$ cat src/rtl/reset_sequencer_pkg.sv
// rtl/reset_sequencer_pkg.sv - shared state encoding and output decode for the reset sequencer
package reset_sequencer_pkg;

    localparam int SYNC_STAGES = 2;

    typedef enum logic [2:0] {
        ST_HOLD     = 3'd0,
        ST_REL_SYS  = 3'd1,
        ST_REL_SENS = 3'd2,
        ST_REL_COMM = 3'd3,
        ST_RUN      = 3'd4
    } seq_state_e;

    typedef struct packed {
        logic clk_en;
        logic sys_rst;
        logic sens_rst;
        logic comm_rst;
        logic done;
    } seq_out_t;

    // Each state fully determines the outputs, so release order follows state order by construction.
    function automatic seq_out_t decode_outputs(input seq_state_e st);
        seq_out_t o;
        o.clk_en   = (st != ST_HOLD);
        o.sys_rst  = (st == ST_HOLD) || (st == ST_REL_SYS);
        o.sens_rst = (st == ST_HOLD) || (st == ST_REL_SYS) || (st == ST_REL_SENS);
        o.comm_rst = (st != ST_RUN);
        o.done     = (st == ST_RUN);
        return o;
    endfunction

endpackage

$ cat src/rtl/reset_sequencer_btn_debounce.sv
// rtl/reset_sequencer_btn_debounce.sv - two-flop synchroniser plus stable-count debouncer
module btn_debounce
    import reset_sequencer_pkg::*;
#(
    parameter int DEBOUNCE_CYCLES = 48000
) (
    input  logic CLK_48MHZ,
    input  logic RESET,
    input  logic BTN_IN,
    output logic BTN_LEVEL
);

    localparam int CW = $clog2(DEBOUNCE_CYCLES + 1);

    logic [SYNC_STAGES-1:0] sync_q;
    logic                   level_q;
    logic [CW-1:0]          cnt_q;
    logic                   synced;

    assign synced    = sync_q[SYNC_STAGES-1];
    assign BTN_LEVEL = level_q;

    always_ff @(posedge CLK_48MHZ) begin
        if (RESET) begin
            sync_q  <= '1;
            level_q <= 1'b1;
            cnt_q   <= '0;
        end else begin
            sync_q <= {sync_q[SYNC_STAGES-2:0], BTN_IN};
            if (synced == level_q) begin
                cnt_q <= '0;
            end else if (cnt_q == CW'(DEBOUNCE_CYCLES - 1)) begin
                // This edge supplies the final differing sample of the run.
                level_q <= synced;
                cnt_q   <= '0;
            end else begin
                cnt_q <= cnt_q + CW'(1);
            end
        end
    end

endmodule

$ cat src/rtl/reset_sequencer.sv
// rtl/reset_sequencer.sv - debounced button front end and staged subsystem reset release
module reset_sequencer
    import reset_sequencer_pkg::*;
#(
    parameter int DEBOUNCE_CYCLES = 48000,
    parameter int HOLD_CYCLES     = 4800,
    parameter int STAGE_GAP       = 480
) (
    input  logic CLK_48MHZ,
    input  logic RESET,
    input  logic EXT_RESET_BTN,
    output logic CLK_EN,
    output logic SYS_RESET,
    output logic SENSOR_RESET,
    output logic COMM_RESET,
    output logic RESET_DONE
);

    localparam int MAXP = (HOLD_CYCLES > STAGE_GAP) ? HOLD_CYCLES : STAGE_GAP;
    localparam int CW   = $clog2(MAXP + 1);

    logic       btn_level;
    seq_state_e state_q, state_d;
    logic [CW-1:0] cnt_q, cnt_d;
    seq_out_t   out_q, out_d;

    btn_debounce #(
        .DEBOUNCE_CYCLES(DEBOUNCE_CYCLES)
    ) u_btn_debounce (
        .CLK_48MHZ(CLK_48MHZ),
        .RESET    (RESET),
        .BTN_IN   (EXT_RESET_BTN),
        .BTN_LEVEL(btn_level)
    );

    always_comb begin
        state_d = state_q;
        cnt_d   = cnt_q;
        if (!btn_level) begin
            // A held press freezes HOLD's count; anywhere else it restarts the sequence.
            if (state_q != ST_HOLD) begin
                state_d = ST_HOLD;
                cnt_d   = '0;
            end
        end else begin
            unique case (state_q)
                ST_HOLD: begin
                    if (cnt_q == CW'(HOLD_CYCLES - 1)) begin
                        state_d = ST_REL_SYS;
                        cnt_d   = '0;
                    end else begin
                        cnt_d = cnt_q + CW'(1);
                    end
                end
                ST_REL_SYS, ST_REL_SENS, ST_REL_COMM: begin
                    if (cnt_q == CW'(STAGE_GAP - 1)) begin
                        state_d = seq_state_e'(state_q + 3'd1);
                        cnt_d   = '0;
                    end else begin
                        cnt_d = cnt_q + CW'(1);
                    end
                end
                ST_RUN: ;
                default: begin
                    state_d = ST_HOLD;
                    cnt_d   = '0;
                end
            endcase
        end
        out_d = decode_outputs(state_d);
    end

    always_ff @(posedge CLK_48MHZ) begin
        if (RESET) begin
            state_q <= ST_HOLD;
            cnt_q   <= '0;
            out_q   <= decode_outputs(ST_HOLD);
        end else begin
            state_q <= state_d;
            cnt_q   <= cnt_d;
            out_q   <= out_d;
        end
    end

    assign CLK_EN       = out_q.clk_en;
    assign SYS_RESET    = out_q.sys_rst;
    assign SENSOR_RESET = out_q.sens_rst;
    assign COMM_RESET   = out_q.comm_rst;
    assign RESET_DONE   = out_q.done;

endmodule
$ cat config.mk
export PLATFORM = sky130hd
export DESIGN_NAME = reset_sequencer
export DESIGN_NICKNAME = d
export VERILOG_FILES = /design/src/rtl/reset_sequencer_pkg.sv /design/src/rtl/reset_sequencer_btn_debounce.sv /design/src/rtl/reset_sequencer.sv
export SDC_FILE = /design/constraint.sdc
export NUM_CORES = 1
export LEC_CHECK = 0
export ABC_AREA = 1
export CELL_PAD_IN_SITES_DETAIL_PLACEMENT = 1
export CELL_PAD_IN_SITES_GLOBAL_PLACEMENT = 1
export CORE_MARGIN = 2
export CORE_UTILIZATION = 39
export CTS_CLUSTER_DIAMETER = 30
export CTS_CLUSTER_SIZE = 8
export DETAILED_ROUTE_END_ITERATION = 10
export PLACE_DENSITY = 0.8
export SLEW_MARGIN = 5
export SYNTH_ARGS = -nofsm -noshare
export SYNTH_HDL_FRONTEND = slang
export SYNTH_HIERARCHICAL = 1
export SYNTH_SLANG_ARGS = --single-unit
$ cat constraint.sdc
create_clock -name CLK_48MHZ -period 1.58 [get_ports CLK_48MHZ]
set_input_delay 0.474 -clock CLK_48MHZ [delete_from_list [all_inputs] [get_ports CLK_48MHZ]]
set_output_delay 0.474 -clock CLK_48MHZ [all_outputs]
set_load 0.005 [all_outputs]
* Yosys cells after proc, flatten, opt, wreduce, memory -nomap -nowiden
Cells that the tools add are included.
Widths: inputs -> output; s select.
** Operators by class
- $add $sub $neg :: 3
- Eq/ne operators :: 13
- Multiplexer cells :: 10
- Bitwise operators :: 1
- Reduce and logical (&&, ||, !) cells :: 11
** Operators with widths (number)
- $mux 13 :: 4
- $pmux 13 s3 :: 1
- $add 16x1->16 const B :: 1
- $eq 16x16->1 const B :: 1
- $add 13x1->13 const B :: 1
- $eq 13x13->1 const B :: 1
- $eq 13x9->1 const B :: 1
- $mux 3 :: 4
- $eq 3x2->1 const B :: 3
- $pmux 3 s3 :: 1
- $eq 3x1->1 const B :: 2
- $eq 3x3->1 const B :: 2
- $logic_not 3->1 :: 2
- $reduce_bool 3->1 :: 2
- $reduce_or 3->1 :: 2
- $reduce_and 2->1 :: 2
- $add 3x1->3 const B :: 1
- $ne 3x3->1 const B :: 1
- $logic_or 1x1->1 :: 2
- $ne 2x2->1 const B :: 1
- $reduce_bool 2->1 :: 1
- $eq 1x1->1 :: 1
- $not 1->1 :: 1
** Word-level totals
- Register bits after elaboration :: 40
- Bits of input ports :: 3
- Output and inout bits :: 5
- Logic and storage cells :: 48

* Logic depth before layout (Yosys ltp)
- Depth after elaboration :: 7
- Depth in mapped cells :: 14
- Depth with buffers taken out :: 13

* Cells and area by module
The synthesis kept the hierarchy.
** Modules (own cells, without submodules)
- reset_sequencer :: instances 1, cells an instance 181, area each 1263.7 sq um, seq. area each 420.4 sq um
- btn_debounce :: instances 1, cells an instance 142, area each 947.2 sq um, seq. area each 380.4 sq um

* Least setup slack after synthesis
No wires, ideal clock.
- Path kind :: reg-to-reg
- From :: register state_q[0]
- To :: register, netlist name cnt_q[8]
- Library setup time :: 135 ps
- Arrival time :: 1544 ps
- Required time :: 1445 ps
- Slack :: -100 ps
- Stages on the path, launching flop included :: 11
- Buffers on the path :: 1
- Period minus slack after synthesis :: 1680 ps
- Cell sequence :: dfxtp_1 inv_1 ha_1 or2_2 a21oi_1 inv_1 nand2_2 a21oi_2 buf_6 o21ai_2 a21oi_1
** RTL lines
- start: declaration :: line reset_sequencer.sv:23 : seq_state_e state_q, state_d;
- start signal: assignment :: line reset_sequencer.sv:79 : state_q <= state_d;

==> impl_metrics.py <==
metrics = {
    "layout": {
        "post-route-util_pct": 52.60,
        "diodes": 0,
        "fin_nets": 370,
        "finalNonFillerCells": 433,
        "fillers": 700,
        "final_area_um2": 2897,
        "syn_to_final_growth_pct": 31.01,
        "layout-drive-gt1-share_pct": 29.36,
    },
    "logic_synthesis": {
        "synth_nets": 333,
        "yosysUniqueCellTypes": 29,
        "ys_seq_area_share_pct": 36.22,
        "synth_cells": 323,
        "ys_ff_latch": 40,
        "avgSynthCellArea_um2": 6.845,
        "synth_top_area_share_pct": 36.22,
        "netlist_top_cells_count": "nand2_1 (83), inv_1 (50), nor2_1 (41)",
        "synth_edf_count": 0,
        "synth_area_um2": 2211,
        "ys_warn_count": 6,
        "yosysTopAreaCell": "dfxtp_1",
        "postSynth.asyncResetShare_pct": 0,
        "ys.flop_type": "dfxtp_1",
        "synth_most_common_cell": "nand2_1",
        "synth_area_leaders": "dfxtp_1 (36%), nand2_1 (14%), inv_1 (8.5%)",
    },
    "sta": {
        "tns_ns": -1.633,
        "fin_crit_sh_pct": 107.3,
        "slew_headroom_pct": 74.59,
        "rsz0062_at_grt": "true",
        "slew_violations": 0,
        "fmax_mhz": 589.7,
        "clock_skew_ns": 0.007763,
        "setup_violations": 21,
        "period_needed_ns": 1.696,
        "hold_ws_ns": 0.4312,
        "fin_ws_ns": -0.1158,
        "final-hold-violation-count": 0,
        "tightest_slew_ns": 0.3791,
    },
    "cts": {
        "path_clk_slew_ns": 0.08,
        "clk_latency_ns": 0.30,
        "cts_tree": "built",
        "cts_buffers": 5,
        "clock-sinks": 40,
        "cts_max_level": 2,
        "cts.path.max_buffers": 2,
        "cts-root-buf": "clkbuf_8",
    },
    "drt": {
        "route.vias.total": 2201,
        "drtPass1Iterations": 4,
        "viasPerCell": 5.083,
        "ant_nets": 0,
        "drtIter0Drc": 87,
        "wl_um": 6791,
        "drcViolationCount": 0,
        "wl_per_cell_um": 15.68,
    },
    "floorplan": {
        "die_w_um": 79.29,
        "dieArea_um2": 6287,
        "initial_core_util_pct": 40.15,
        "placementRows": 27,
        "die_h_um": 79.29,
        "core_area_um2": 5507,
        "ios": 8,
    },
    "worst_setup_path": {
        "r2r_cells": 10,
        "cpPeakStageDelay_ns": 0.41,
        "path_cells": "buf_6, ha_4, ha_4, a21oi_4, inv_2, nand2_4, a21oi_4, buf_6, nor2_1, a211oi_1",
        "critical_path.slowest_cell": "dfxtp_4",
        "path_depth": 10,
        "end_kind": "register",
        "rr_startpoint": "state_q[0]$_SDFF_PP0_",
        "start_kind": "register",
        "cp_top_family": "compound AO/OA/AOI/OAI gates",
        "critPathKind": "reg2reg",
        "crit_required_ns": 1.79,
        "startpoint": "state_q[0]$_SDFF_PP0_",
        "arrival_ns": 1.91,
        "r2r_slack_ns": -0.12,
        "crit_end": "cnt_q[0]$_SDFFE_PP0P_",
        "critPathBufInv": 3,
        "path_max_fanout": 4,
        "timing.rr.end": "cnt_q[0]$_SDFFE_PP0P_",
    },
    "power": {
        "ir_drop_uv": 379.9,
        "total_leakage_power_nw": 1.211,
        "power.density_nw_per_um2": 689.0,
        "power_mw": 1.996,
    },
    "placed_design": {
        "place_hpwl_um": 4175,
        "io_buffers": 7,
        "placed_area_um2": 2479,
        "pre_cts_slack_ns": -0.1963,
        "gp_congestion": 0.8191,
        "dp.cells": 414,
    },
    "job": {
        "cap_viol_max_count": 0,
    },
    "worst_hold_path": {
        "worstHoldPathType": "reg2reg",
        "hold_depth": 1,
    },
    "global_route": {
        "grt_pass1_vias": 2360,
        "overflow": 0,
        "grt_max_degree": 16,
        "antenna_found_initial": 0,
        "grt_usage_pct": 22.73,
        "grt_first_pass_wirelength_um": 10990,
    },
    "run_status": {
        "violations": "setup timing",
        "status": "finished, violations left",
    },
}
final cells by class:
class	instances	area (um2)	share of cell area (%)
Multi-Input combinational cell	227	1385	47.82
Sequential cell	40	813.3	28.08
Timing Repair Buffer	34	281.5	9.719
Inverter	52	205.2	7.084
Tap cell	72	90.09	3.110
Clock buffer	6	82.58	2.851
Clock inverter	2	38.79	1.339
repair_timing:
action / 4_1_cts / 5_1_grt
hold endpoints to repair: 0 / 0
cloned: 0 / 1
gates resized for setup: 38 / 27
setup endpoints to repair: 26 / 37
hold buffers: 0 / 0
buffers inserted: 9 / 1
pin swaps: 16 / 10
power breakdown:
part	leakage (nW)	switching [mW]	internal, mW	total (mW)
Combinational	0.823	0.0362	0.0309	0.0671
Clock	0.0614	0.389	0.517	0.906
Sequential	0.327	0.00891	1.01	1.02
Total	1.21	0.434	1.56	2.00
state kept, by name, indices dropped and copies added (netlist names):
name                      cells
u_btn_debounce/BTN_LEVEL      1
SENSOR_RESET                  1
u_btn_debounce/cnt_q         16
SYS_RESET                     1
cnt_q                        13
u_btn_debounce/sync_q         2
COMM_RESET                    1
CLK_EN                        1
RESET_DONE                    1
state_q                       3
worst min path at each step:
stage / from / endpoint / slack [ns]
after global placement: u_btn_debounce/sync_q[0]$_SDFF_PP1_ / u_btn_debounce/sync_q[1]$_SDFF_PP1_ / 0.39
after global routing: u_btn_debounce/sync_q[0]$_SDFF_PP1_ / u_btn_debounce/sync_q[1]$_SDFF_PP1_ / 0.44
after CTS: u_btn_debounce/sync_q[0]$_SDFF_PP1_ / u_btn_debounce/sync_q[1]$_SDFF_PP1_ / 0.44
final: u_btn_debounce/sync_q[0]$_SDFF_PP1_ / u_btn_debounce/sync_q[1]$_SDFF_PP1_ / 0.43
after detailed placement: u_btn_debounce/sync_q[0]$_SDFF_PP1_ / u_btn_debounce/sync_q[1]$_SDFF_PP1_ / 0.42
after floorplan: u_btn_debounce/sync_q[0]$_SDFF_PP1_ / u_btn_debounce/sync_q[1]$_SDFF_PP1_ / 0.39
cells in the final DEF, fill, tap and decap left out, types with 3 or more instances in the layout:
cell,synthesis,routed
inv_2,2,6
inv_1,50,44
xor2_1,7,7
nor2_4,2,4
clkbuf_8,0,6
buf_4,1,23
dlygate4sd2_1,0,5
xnor2_1,3,3
buf_6,2,4
dfxtp_2,0,4
a21oi_1,15,11
dfxtp_1,40,34
nor2_2,2,4
nand2_4,0,5
nand3_1,22,18
nand2_1,83,74
nand3_2,6,9
ha_4,0,6
a21oi_2,5,7
nor2_1,41,37
o21ai_0,5,4
o21ai_1,2,3
nand2_2,8,13
nand4_1,7,7
logic make-up (layout without fill, tap and decap cells):
family | Yosys count | count (layout) | share of synthesized area [%]
simple gates | 177 | 178 | 36.56
buf+inv | 57 | 94 | 10.58
flops | 40 | 40 | 36.22
compound gates | 32 | 32 | 8.715
xor+xnor | 10 | 10 | 3.962
fa+ha+maj | 7 | 7 | 3.961
metal layers:
metal	vias to the layer above	routed length (um)	share of wire [%]	global-route usage (%)
li1	1084	-	-	-
met1	1059	2753	41	23.91
met2	34	3625	53	42.54
met3	24	151	2.2	5.000
met4	0	261	3.8	10.69
met5	-	0	0	0
No activity file was read; power rests on OpenSTA's default activity.
